<file path="src/rtl/mul_pkg.sv">
// Shared definitions for the iterative multiplier.
//   mul_state_e : controller state encoding (IDLE/BUSY/DONE)
//   MUL_WIDTH   : default operand width, shared with the ALU and the
//                 writeback mux instances of the 12-bit processor
package mul_pkg;

  localparam int MUL_WIDTH = 12;

  typedef enum logic [1:0] {
    IDLE = 2'd0,
    BUSY = 2'd1,
    DONE = 2'd2
  } mul_state_e;

endpackage

</file>
<file path="src/rtl/mul_datapath.sv">
// Shift-add datapath for mul_unit.
//   clk, reset  : clock, synchronous active-high reset
//   load_i      : capture a_i/b_i, clear accumulator and counter
//   step_i      : perform one shift-add iteration
//   a_i, b_i    : multiplicand / multiplier
//   last_o      : the current iteration is the final (WIDTH-th) one
//   prod_lo_o   : low half of the last completed product
//   prod_hi_o   : high half of the last completed product
module mul_datapath #(
  parameter int WIDTH = 12,
  parameter int CNT_W = $clog2(WIDTH + 1)
) (
  input  logic             clk,
  input  logic             reset,
  input  logic             load_i,
  input  logic             step_i,
  input  logic [WIDTH-1:0] a_i,
  input  logic [WIDTH-1:0] b_i,
  output logic             last_o,
  output logic [WIDTH-1:0] prod_lo_o,
  output logic [WIDTH-1:0] prod_hi_o
);

  logic [WIDTH-1:0]   mcand_q,  mcand_d;
  logic [WIDTH-1:0]   mplier_q, mplier_d;
  logic [2*WIDTH-1:0] acc_q,    acc_d;
  logic [2*WIDTH-1:0] prod_q,   prod_d;
  logic [CNT_W-1:0]   cnt_q,    cnt_d;

  logic [2*WIDTH-1:0] mcand_ext;
  logic [2*WIDTH-1:0] addend;
  logic [2*WIDTH-1:0] acc_sum;

  assign last_o = (cnt_q == CNT_W'(WIDTH - 1));

  always_comb begin
    mcand_ext = {{WIDTH{1'b0}}, mcand_q};
    // The counter doubles as the shift amount: iteration k weighs bit k.
    addend    = mplier_q[0] ? (mcand_ext << cnt_q) : '0;
    acc_sum   = acc_q + addend;

    mcand_d   = mcand_q;
    mplier_d  = mplier_q;
    acc_d     = acc_q;
    prod_d    = prod_q;
    cnt_d     = cnt_q;

    if (load_i) begin
      mcand_d  = a_i;
      mplier_d = b_i;
      acc_d    = '0;
      cnt_d    = '0;
    end else if (step_i) begin
      acc_d    = acc_sum;
      mplier_d = mplier_q >> 1;
      cnt_d    = cnt_q + CNT_W'(1);
      // Publish the finished sum directly so the product is visible in DONE.
      if (last_o) begin
        prod_d = acc_sum;
      end
    end
  end

  always_ff @(posedge clk) begin
    if (reset) begin
      mcand_q  <= '0;
      mplier_q <= '0;
      acc_q    <= '0;
      prod_q   <= '0;
      cnt_q    <= '0;
    end else begin
      mcand_q  <= mcand_d;
      mplier_q <= mplier_d;
      acc_q    <= acc_d;
      prod_q   <= prod_d;
      cnt_q    <= cnt_d;
    end
  end

  assign prod_lo_o = prod_q[WIDTH-1:0];
  assign prod_hi_o = prod_q[2*WIDTH-1:WIDTH];

endmodule

</file>
<file path="src/rtl/mul_unit.sv">
// Iterative unsigned shift-add multiplier for the execute stage.
//   clk, reset  : clock, synchronous active-high reset
//   start_i     : request a multiply (accepted in IDLE or DONE only)
//   a_i, b_i    : operands, captured on the accepting edge
//   busy_o      : high for the WIDTH iteration cycles (pipeline stall)
//   done_o      : one-cycle pulse, product valid
//   prod_lo_o   : low half of the product
//   prod_hi_o   : high half of the product
// Handshake: start_i is a request sampled on a rising edge; it is honoured
// only when the unit is IDLE or DONE and ignored while busy_o is high.
// The controller state is held in state_q for checker binding.
module mul_unit
  import mul_pkg::*;
#(
  parameter int WIDTH = MUL_WIDTH,
  parameter int CNT_W = $clog2(WIDTH + 1)
) (
  input  logic             clk,
  input  logic             reset,
  input  logic             start_i,
  input  logic [WIDTH-1:0] a_i,
  input  logic [WIDTH-1:0] b_i,
  output logic             busy_o,
  output logic             done_o,
  output logic [WIDTH-1:0] prod_lo_o,
  output logic [WIDTH-1:0] prod_hi_o
);

  mul_state_e state_q, state_d;
  logic       load;
  logic       step;
  logic       last;

  always_comb begin
    state_d = state_q;
    load    = 1'b0;
    step    = 1'b0;
    case (state_q)
      IDLE: begin
        if (start_i) begin
          load    = 1'b1;
          state_d = BUSY;
        end
      end
      BUSY: begin
        step = 1'b1;
        if (last) begin
          state_d = DONE;
        end
      end
      DONE: begin
        if (start_i) begin
          load    = 1'b1;
          state_d = BUSY;
        end else begin
          state_d = IDLE;
        end
      end
      default: state_d = IDLE;
    endcase
  end

  always_ff @(posedge clk) begin
    if (reset) begin
      state_q <= IDLE;
    end else begin
      state_q <= state_d;
    end
  end

  assign busy_o = (state_q == BUSY);
  assign done_o = (state_q == DONE);

  mul_datapath #(
    .WIDTH (WIDTH),
    .CNT_W (CNT_W)
  ) u_datapath (
    .clk       (clk),
    .reset     (reset),
    .load_i    (load),
    .step_i    (step),
    .a_i       (a_i),
    .b_i       (b_i),
    .last_o    (last),
    .prod_lo_o (prod_lo_o),
    .prod_hi_o (prod_hi_o)
  );

endmodule
</file>
<file path="config.mk">
export PLATFORM = sky130hd
export DESIGN_NAME = mul_unit
export DESIGN_NICKNAME = d
export VERILOG_FILES = /design/src/rtl/mul_pkg.sv /design/src/rtl/mul_datapath.sv /design/src/rtl/mul_unit.sv
export SDC_FILE = /design/constraint.sdc
export NUM_CORES = 1
export LEC_CHECK = 0
export CELL_PAD_IN_SITES_DETAIL_PLACEMENT = 1
export CELL_PAD_IN_SITES_GLOBAL_PLACEMENT = 2
export CORE_MARGIN = 2
export CORE_UTILIZATION = 36
export DETAILED_ROUTE_END_ITERATION = 8
export PLACE_DENSITY = 0.84
export SYNTH_ARGS = -nofsm -noshare
export SYNTH_HDL_FRONTEND = slang
export SYNTH_SLANG_ARGS = --single-unit
</file>
<file path="constraint.sdc">
create_clock -name clk -period 6.26 [get_ports clk]
set_clock_uncertainty 0.05 [all_clocks]
set_input_delay 1.252 -clock clk [delete_from_list [all_inputs] [get_ports clk]]
set_output_delay 1.252 -clock clk [all_outputs]
set_load 0.03 [all_outputs]
</file>
Yosys cells after proc, flatten, opt, wreduce, memory -nomap -nowiden:

Index checks and enable logic that the tools add are counted.
Widths: inputs -> output; s select.

* register bits: 78
* bits of input ports: 27
* output and inout port bits: 26
* word-level logic and storage cells: 31

* add/sub/neg operators: 2
* eq/ne operators: 5
* shift operators: 1
* muxes and demuxes: 10
* bitwise operators: 1
* reduce and logical (&&, ||, !) cells: 6

Operators by type and width (number)
* $add 24x24->24: 1
* $mux 12: 2
* $mux 24: 1
* $shl 12x4->24: 1
* $pmux 2 s3: 1
* $add 4x1->4 const B: 1
* $eq 4x4->1 const B: 1
* $mux 1: 4
* $mux 2: 2
* $reduce_or 2->1: 2
* $reduce_and 3->1: 1
* $eq 2x1->1 const B: 1
* $eq 2x2->1 const B: 1
* $logic_not 2->1: 1
* $ne 2x1->1 const B: 1
* $ne 2x2->1 const B: 1
* $reduce_and 2->1: 1
* $reduce_bool 2->1: 1
* $not 1->1: 1

Depth between registers and ports, before layout:

* depth after elaboration: 5
* mapped depth: 17
* mapped depth without buffers: 15

Hierarchy:

A second synthesis with hierarchy kept.

* cell total of the unflattened synthesis: 587
* area, all modules: 4804.6 µm²

Modules (own cells, without submodules)
* mul_datapath: instances 1, cells an instance 578, area each 4715.8 µm²
* mul_unit: instances 1, cells an instance 9, area each 88.8 µm²

Least setup slack after synthesis:

No wires, ideal clock.

* path kind: register to register
* start: register u_datapath.cnt_q[1]
* end: register u_datapath.prod_q[23]
* arrival time: 3210 ps
* required time: 6136 ps
* path slack: 2926 ps
* stages on the path, launching flop included: 17
* period minus slack after synthesis: 3334 ps
* cells stage by stage: dfxtp_1 clkbuf_1 mux4_2 nand2_1 o31ai_1 nand2_1 o21ai_0 and2_1 ha_1 buf_6 a21oi_2 nor2_1 a211oi_4 o211ai_2 a2bb2oi_1 or4_1 a31oi_1

* cells in the longest elaborated chain, start to end: 3

RTL lines
* from (decl): line mul_datapath.sv:28 `logic [CNT_W-1:0] cnt_q, cnt_d;`
* from (signal assigned): line mul_datapath.sv:76 `cnt_q <= cnt_d;`
* $shl 12x4->24: line mul_datapath.sv:39 `addend = mplier_q[0] ? (mcand_ext << cnt_q) : '0;`
* $mux 24: line mul_datapath.sv:39
* $add 24x24->24: line mul_datapath.sv:40 `acc_sum = acc_q + addend;`
* to (signal assigned): line mul_datapath.sv:75 `prod_q <= prod_d;`
* to (decl): line mul_datapath.sv:27 `logic [2*WIDTH-1:0] prod_q, prod_d;`

Several ways; a longest one is shown, not always the timed one.
A chain may end at the register's enable or synchronous reset.

Worst setup path after layout:

* start: register u_datapath.cnt_q[0]
* end: register u_datapath.acc_q[23]

* cells in the longest elaborated chain, start to end: 3

RTL lines
* $shl 12x4->24: line mul_datapath.sv:39
* $mux 24: line mul_datapath.sv:39
* $add 24x24->24: line mul_datapath.sv:40
* to (signal assigned): line mul_datapath.sv:68 `acc_q <= '0;`
* to (signal assigned): line mul_datapath.sv:74 `acc_q <= acc_d;`
* to (decl): line mul_datapath.sv:26 `logic [2*WIDTH-1:0] acc_q, acc_d;`

Every way passes these cells.

==> report_table.html <==
<table>
<tr><th>Metric</th><th>Value</th></tr>
<tr><th colspan="2">Global routing</th></tr>
<tr><td>Antenna violations before repair</td><td>0</td></tr>
<tr><td>Overall fraction of global-route tracks in use</td><td>0.200</td></tr>
<tr><td>Pin count of the biggest net entering global routing</td><td>55</td></tr>
<tr><td>Global-route wire length before repair</td><td>around 23000 um</td></tr>
<tr><td>Total congestion overflow</td><td>0</td></tr>
<tr><td>Via count of the first global-routing pass</td><td>around 4500</td></tr>
<tr><th colspan="2">Drt</th></tr>
<tr><td>Initial DRT Pass Iterations</td><td>4</td></tr>
<tr><td>Routed wire length per instance</td><td>16.8 um</td></tr>
<tr><td>Average vias per placed instance</td><td>5.47</td></tr>
<tr><td>Antenna-violating nets left</td><td>0</td></tr>
<tr><td>Drt total wl</td><td>13700 um</td></tr>
<tr><td>DRC Markers</td><td>0</td></tr>
<tr><td>Count of vias placed by the detailed router</td><td>4479</td></tr>
<tr><td>Iter 0 DRT Violations</td><td>approximately 220</td></tr>
<tr><th colspan="2">Final layout</th></tr>
<tr><td>Commonest cells after routing, fill and taps aside</td><td>120 x sky130_fd_sc_hd__nand2_1, 78 x sky130_fd_sc_hd__dfxtp_1, 64 x sky130_fd_sc_hd__a21oi_1</td></tr>
<tr><td>Signed area change from the synthesized netlist to the final layout</td><td>18.4%</td></tr>
<tr><td>Final core utilization</td><td>0.433</td></tr>
<tr><td>Number of filler cells placed in the layout</td><td>1630</td></tr>
<tr><td>Filler-free cell count of the finished design</td><td>819</td></tr>
<tr><td>Final net count</td><td>690</td></tr>
<tr><td>Commonest non-fill, non-tap cell in the layout</td><td>sky130_fd_sc_hd__nand2_1</td></tr>
<tr><td>Final std cell area, no fill</td><td>between 5000 and 6000 um^2</td></tr>
<tr><td>Fraction of layout cells with a size suffix above 1</td><td>0.0731</td></tr>
<tr><td>Ant diodes</td><td>0</td></tr>
<tr><th colspan="2">Clock network</th></tr>
<tr><td>Clock sink count</td><td>78</td></tr>
<tr><td>Setup Buffers After CTS</td><td>0</td></tr>
<tr><td>Clk pin slew, worst setup/hold paths</td><td>60 ps</td></tr>
<tr><td>Max clock buf depth</td><td>2</td></tr>
<tr><td>Root buffer cell</td><td>sky130_fd_sc_hd__clkbuf_16</td></tr>
<tr><td>Clock insertion delay at the later pin of the skew report</td><td>360 ps</td></tr>
<tr><td>Clock buffer count from CTS</td><td>9</td></tr>
<tr><td>Post-cts sizing count</td><td>0</td></tr>
<tr><td>Hold bufs inserted after CTS</td><td>0</td></tr>
<tr><td>TritonCTS clock tree</td><td>done</td></tr>
<tr><td>Number of levels in the clock H-tree</td><td>3</td></tr>
<tr><th colspan="2">Timing</th></tr>
<tr><td>Slew at the pin with the worst max-slew slack</td><td>~1100 ps</td></tr>
<tr><td>Hold Violations, Final</td><td>0</td></tr>
<tr><td>Rel. slew slack</td><td>0.277</td></tr>
<tr><td>Setup total negative slack</td><td>0 ps</td></tr>
<tr><td>Final setup violating endpoints</td><td>0</td></tr>
<tr><td>Worst Setup Slack, final</td><td>between 2000 and 2500 ps</td></tr>
<tr><td>Max Clk Rate</td><td>0.239 GHz</td></tr>
<tr><td>Slew Viols, Final</td><td>0</td></tr>
<tr><td>Hold WS</td><td>402 ps</td></tr>
<tr><td>Final critical-path required period</td><td>4190 ps</td></tr>
<tr><td>Setup repair after global routing missed its margin</td><td>false</td></tr>
<tr><td>Tcrit/Tclk final</td><td>0.669</td></tr>
<tr><th colspan="2">Critical path</th></tr>
<tr><td>Startpoint type of the worst setup path</td><td>register</td></tr>
<tr><td>Data required time of the critical path</td><td>6450 ps</td></tr>
<tr><td>Crit path capture type</td><td>register</td></tr>
<tr><td>CP Data Arrival Time</td><td>4380 ps</td></tr>
<tr><td>Reg2Reg Setup Slack</td><td>around 2100 ps</td></tr>
<tr><td>Critical R2R Capture</td><td>u_datapath.acc_q[23]</td></tr>
<tr><td>Kind of critical path</td><td>reg -&gt; reg</td></tr>
<tr><td>FF-to-FF path depth</td><td>14</td></tr>
<tr><td>Reg2reg start</td><td>u_datapath.cnt_q[0]</td></tr>
<tr><td>Critical path fanouts, max</td><td>20</td></tr>
<tr><th colspan="2">Synth</th></tr>
<tr><td>Netlist Area Pre-Place</td><td>4800 um^2</td></tr>
<tr><td>Number of library cell types mapped by synthesis</td><td>63</td></tr>
<tr><td>Sequential fraction of the synthesis area</td><td>0.325</td></tr>
<tr><td>Mean instance size in the synthesized netlist</td><td>just under 8 um^2</td></tr>
<tr><td>Number of warnings issued by yosys</td><td>0</td></tr>
<tr><td>Commonest register cell after synthesis</td><td>sky130_fd_sc_hd__dfxtp_1</td></tr>
<tr><td>Synthesized netlist cell count</td><td>614</td></tr>
<tr><td>Nets in the synthesized netlist</td><td>666</td></tr>
<tr><td>Async set-reset flop share out of synthesis</td><td>0</td></tr>
<tr><td>Number of register bits inferred by synthesis</td><td>78</td></tr>
<tr><td>Number of enable-type register cells in the synthesized netlist</td><td>0</td></tr>
<tr><th colspan="2">Power and ir drop</th></tr>
<tr><td>Internal cell power</td><td>~870 uW</td></tr>
<tr><td>Part of the power in registers</td><td>0.447</td></tr>
<tr><td>Pwr dens</td><td>209 nW/um^2</td></tr>
<tr><td>Portion of total power attributed to combinational logic</td><td>0.102</td></tr>
<tr><td>Psw</td><td>313 uW</td></tr>
<tr><td>Switching share of power</td><td>0.264</td></tr>
<tr><td>Worst-case vdd ir drop</td><td>around 0.000096 V</td></tr>
<tr><td>Clock share of power</td><td>0.451</td></tr>
<tr><td>Power, Total</td><td>1.19 mW</td></tr>
<tr><td>Leakage power</td><td>2.10 nW</td></tr>
<tr><th colspan="2">Floorplan</th></tr>
<tr><td>Die outline height</td><td>about 120 um</td></tr>
<tr><td>Die Outline Area</td><td>14300 um^2</td></tr>
<tr><td>Core footprint</td><td>approximately 13000 um^2</td></tr>
<tr><td>Number of cell rows</td><td>42</td></tr>
<tr><td>Number of ports placed on the die boundary</td><td>53</td></tr>
<tr><td>Die W</td><td>119 um</td></tr>
<tr><td>Starting utilization of the core area</td><td>0.365</td></tr>
<tr><th colspan="2">Place</th></tr>
<tr><td>IO buf count</td><td>52</td></tr>
<tr><td>Half-perimeter wire length after detailed placement</td><td>10100 um</td></tr>
<tr><td>Cell count after placement</td><td>803</td></tr>
<tr><td>Area after detailed placement</td><td>5390 um^2</td></tr>
<tr><td>Worst-case setup slack after placement</td><td>2130 ps</td></tr>
<tr><td>Last weighted congestion value of the routability-driven placer</td><td>0.868</td></tr>
<tr><th colspan="2">Hold path</th></tr>
<tr><td>Hold Crit Endpoint</td><td>u_datapath.prod_q[15]</td></tr>
<tr><td>Beginning of the worst hold path</td><td>u_datapath.prod_q[15]</td></tr>
<tr><td>Worst Hold Path Cells</td><td>2</td></tr>
<tr><td>Kind of path behind the tightest hold check</td><td>reg -&gt; reg</td></tr>
<tr><th colspan="2">Run status</th></tr>
<tr><td>Run status</td><td>finished, final reports clean</td></tr>
<tr><th colspan="2">Flow run</th></tr>
<tr><td>Max-capacitance violation count</td><td>0</td></tr>
</table>
-- metal layers --
layer	vias up	global-route usage	wire, um
met3	29	0.0512	514
li1	2248	-	-
met2	76	0.326	6300
met5	-	0	0
met1	2126	0.252	6550
met4	0	0.0824	378
-- cell usage after synthesis, types with 7 or more instances --
master / n / area [um^2]
sky130_fd_sc_hd__nand2_1: 120 / 450
sky130_fd_sc_hd__dfxtp_1: 78 / 1560
sky130_fd_sc_hd__a21oi_1: 64 / 320
sky130_fd_sc_hd__nor2_1: 53 / 199
sky130_fd_sc_hd__clkbuf_1: 29 / 109
sky130_fd_sc_hd__ha_1: 24 / 300
sky130_fd_sc_hd__nor3_1: 22 / 110
sky130_fd_sc_hd__o21ai_0: 15 / 75.1
sky130_fd_sc_hd__o22ai_1: 13 / 81.3
sky130_fd_sc_hd__a211oi_1: 11 / 82.6
sky130_fd_sc_hd__nand3_1: 11 / 55.1
sky130_fd_sc_hd__nand4_1: 11 / 68.8
sky130_fd_sc_hd__xnor2_1: 11 / 96.3
sky130_fd_sc_hd__a21o_1: 9 / 67.6
sky130_fd_sc_hd__a31oi_1: 9 / 56.3
sky130_fd_sc_hd__o21ai_1: 9 / 45.0
sky130_fd_sc_hd__xor2_1: 9 / 78.8
sky130_fd_sc_hd__mux4_2: 8 / 180
sky130_fd_sc_hd__nor2b_1: 8 / 50.1
sky130_fd_sc_hd__mux2i_1: 7 / 70.1
-- layout make-up --
type	instances	area, um^2	area share
multi-input combinational	487	3040	0.535
sequential	78	1560	0.275
timing repair buffer	55	538	0.0947
clock buffer	9	225	0.0396
tap	176	220	0.0387
clock inverter	7	73.8	0.0130
inverter	7	26.3	0.00462
-- state kept, by name (all words and copies together) (netlist names) --
name                 cells
u_datapath.acc_q        24
u_datapath.prod_q       24
u_datapath.mcand_q      12
u_datapath.mplier_q     12
u_datapath.cnt_q         4
state_q                  2
-- worst max path at each step --
| stage | startpoint | end | slack [ps] | depth (start not counted) |
|---|---|---|---|---|
| detailed placement | u_datapath.cnt_q[0] | u_datapath.acc_q[23] | 2130 | 14 |
| global placement | u_datapath.cnt_q[0] | u_datapath.prod_q[18] | 2360 | 11 |
| CTS | u_datapath.cnt_q[0] | u_datapath.acc_q[23] | 2100 | 12 |
| global route | u_datapath.cnt_q[0] | u_datapath.acc_q[23] | 1770 | 12 |
| finish | u_datapath.cnt_q[0] | u_datapath.acc_q[23] | 2070 | 14 |
| floorplan | u_datapath.cnt_q[1] | u_datapath.prod_q[23] | 2930 | 16 |
-- logic make-up after synthesis --
logic type / count (synthesis) / synth area share
AO/OA/AOI/OAI: 162 / 0.217
XOR/XNOR: 21 / 0.0399
adder cells (fa/ha/maj): 25 / 0.0667
buffers and inverters: 49 / 0.0420
flip-flops: 78 / 0.325
multiplexers: 18 / 0.0592
AND/OR/NAND/NOR: 261 / 0.250
-- power by group through the flow --
| stage | combinational (mW) | sequential [mW] | clock (mW) |
|---|---|---|---|
| 6_report | 0.121 | 0.531 | 0.535 |
| 5_1_grt | 0.135 | 0.533 | 0.570 |
| 4_1_cts | 0.123 | 0.531 | 0.549 |
| 3_5_place_dp | 0.122 | 0.542 | 0 |
| 3_3_place_gp | 0.119 | 0.540 | 0 |
| 2_1_floorplan | 0.0872 | 0.532 | 0 |
-- critical path: stages (launching register included) --
cell	delay, ps
sky130_fd_sc_hd__dfxtp_1	890
sky130_fd_sc_hd__mux4_2	610
sky130_fd_sc_hd__nand2_1	90
sky130_fd_sc_hd__o31ai_1	100
sky130_fd_sc_hd__nand2_1	120
sky130_fd_sc_hd__o21ai_0	80
sky130_fd_sc_hd__and2_1	200
sky130_fd_sc_hd__ha_1	390
sky130_fd_sc_hd__a21oi_2	220
sky130_fd_sc_hd__nor2_1	90
sky130_fd_sc_hd__a211oi_4	160
sky130_fd_sc_hd__o211ai_2	140
sky130_fd_sc_hd__a2bb2oi_1	200
sky130_fd_sc_hd__or4_1	510
sky130_fd_sc_hd__a31oi_1	240
Power figures use the tool's default switching activity.
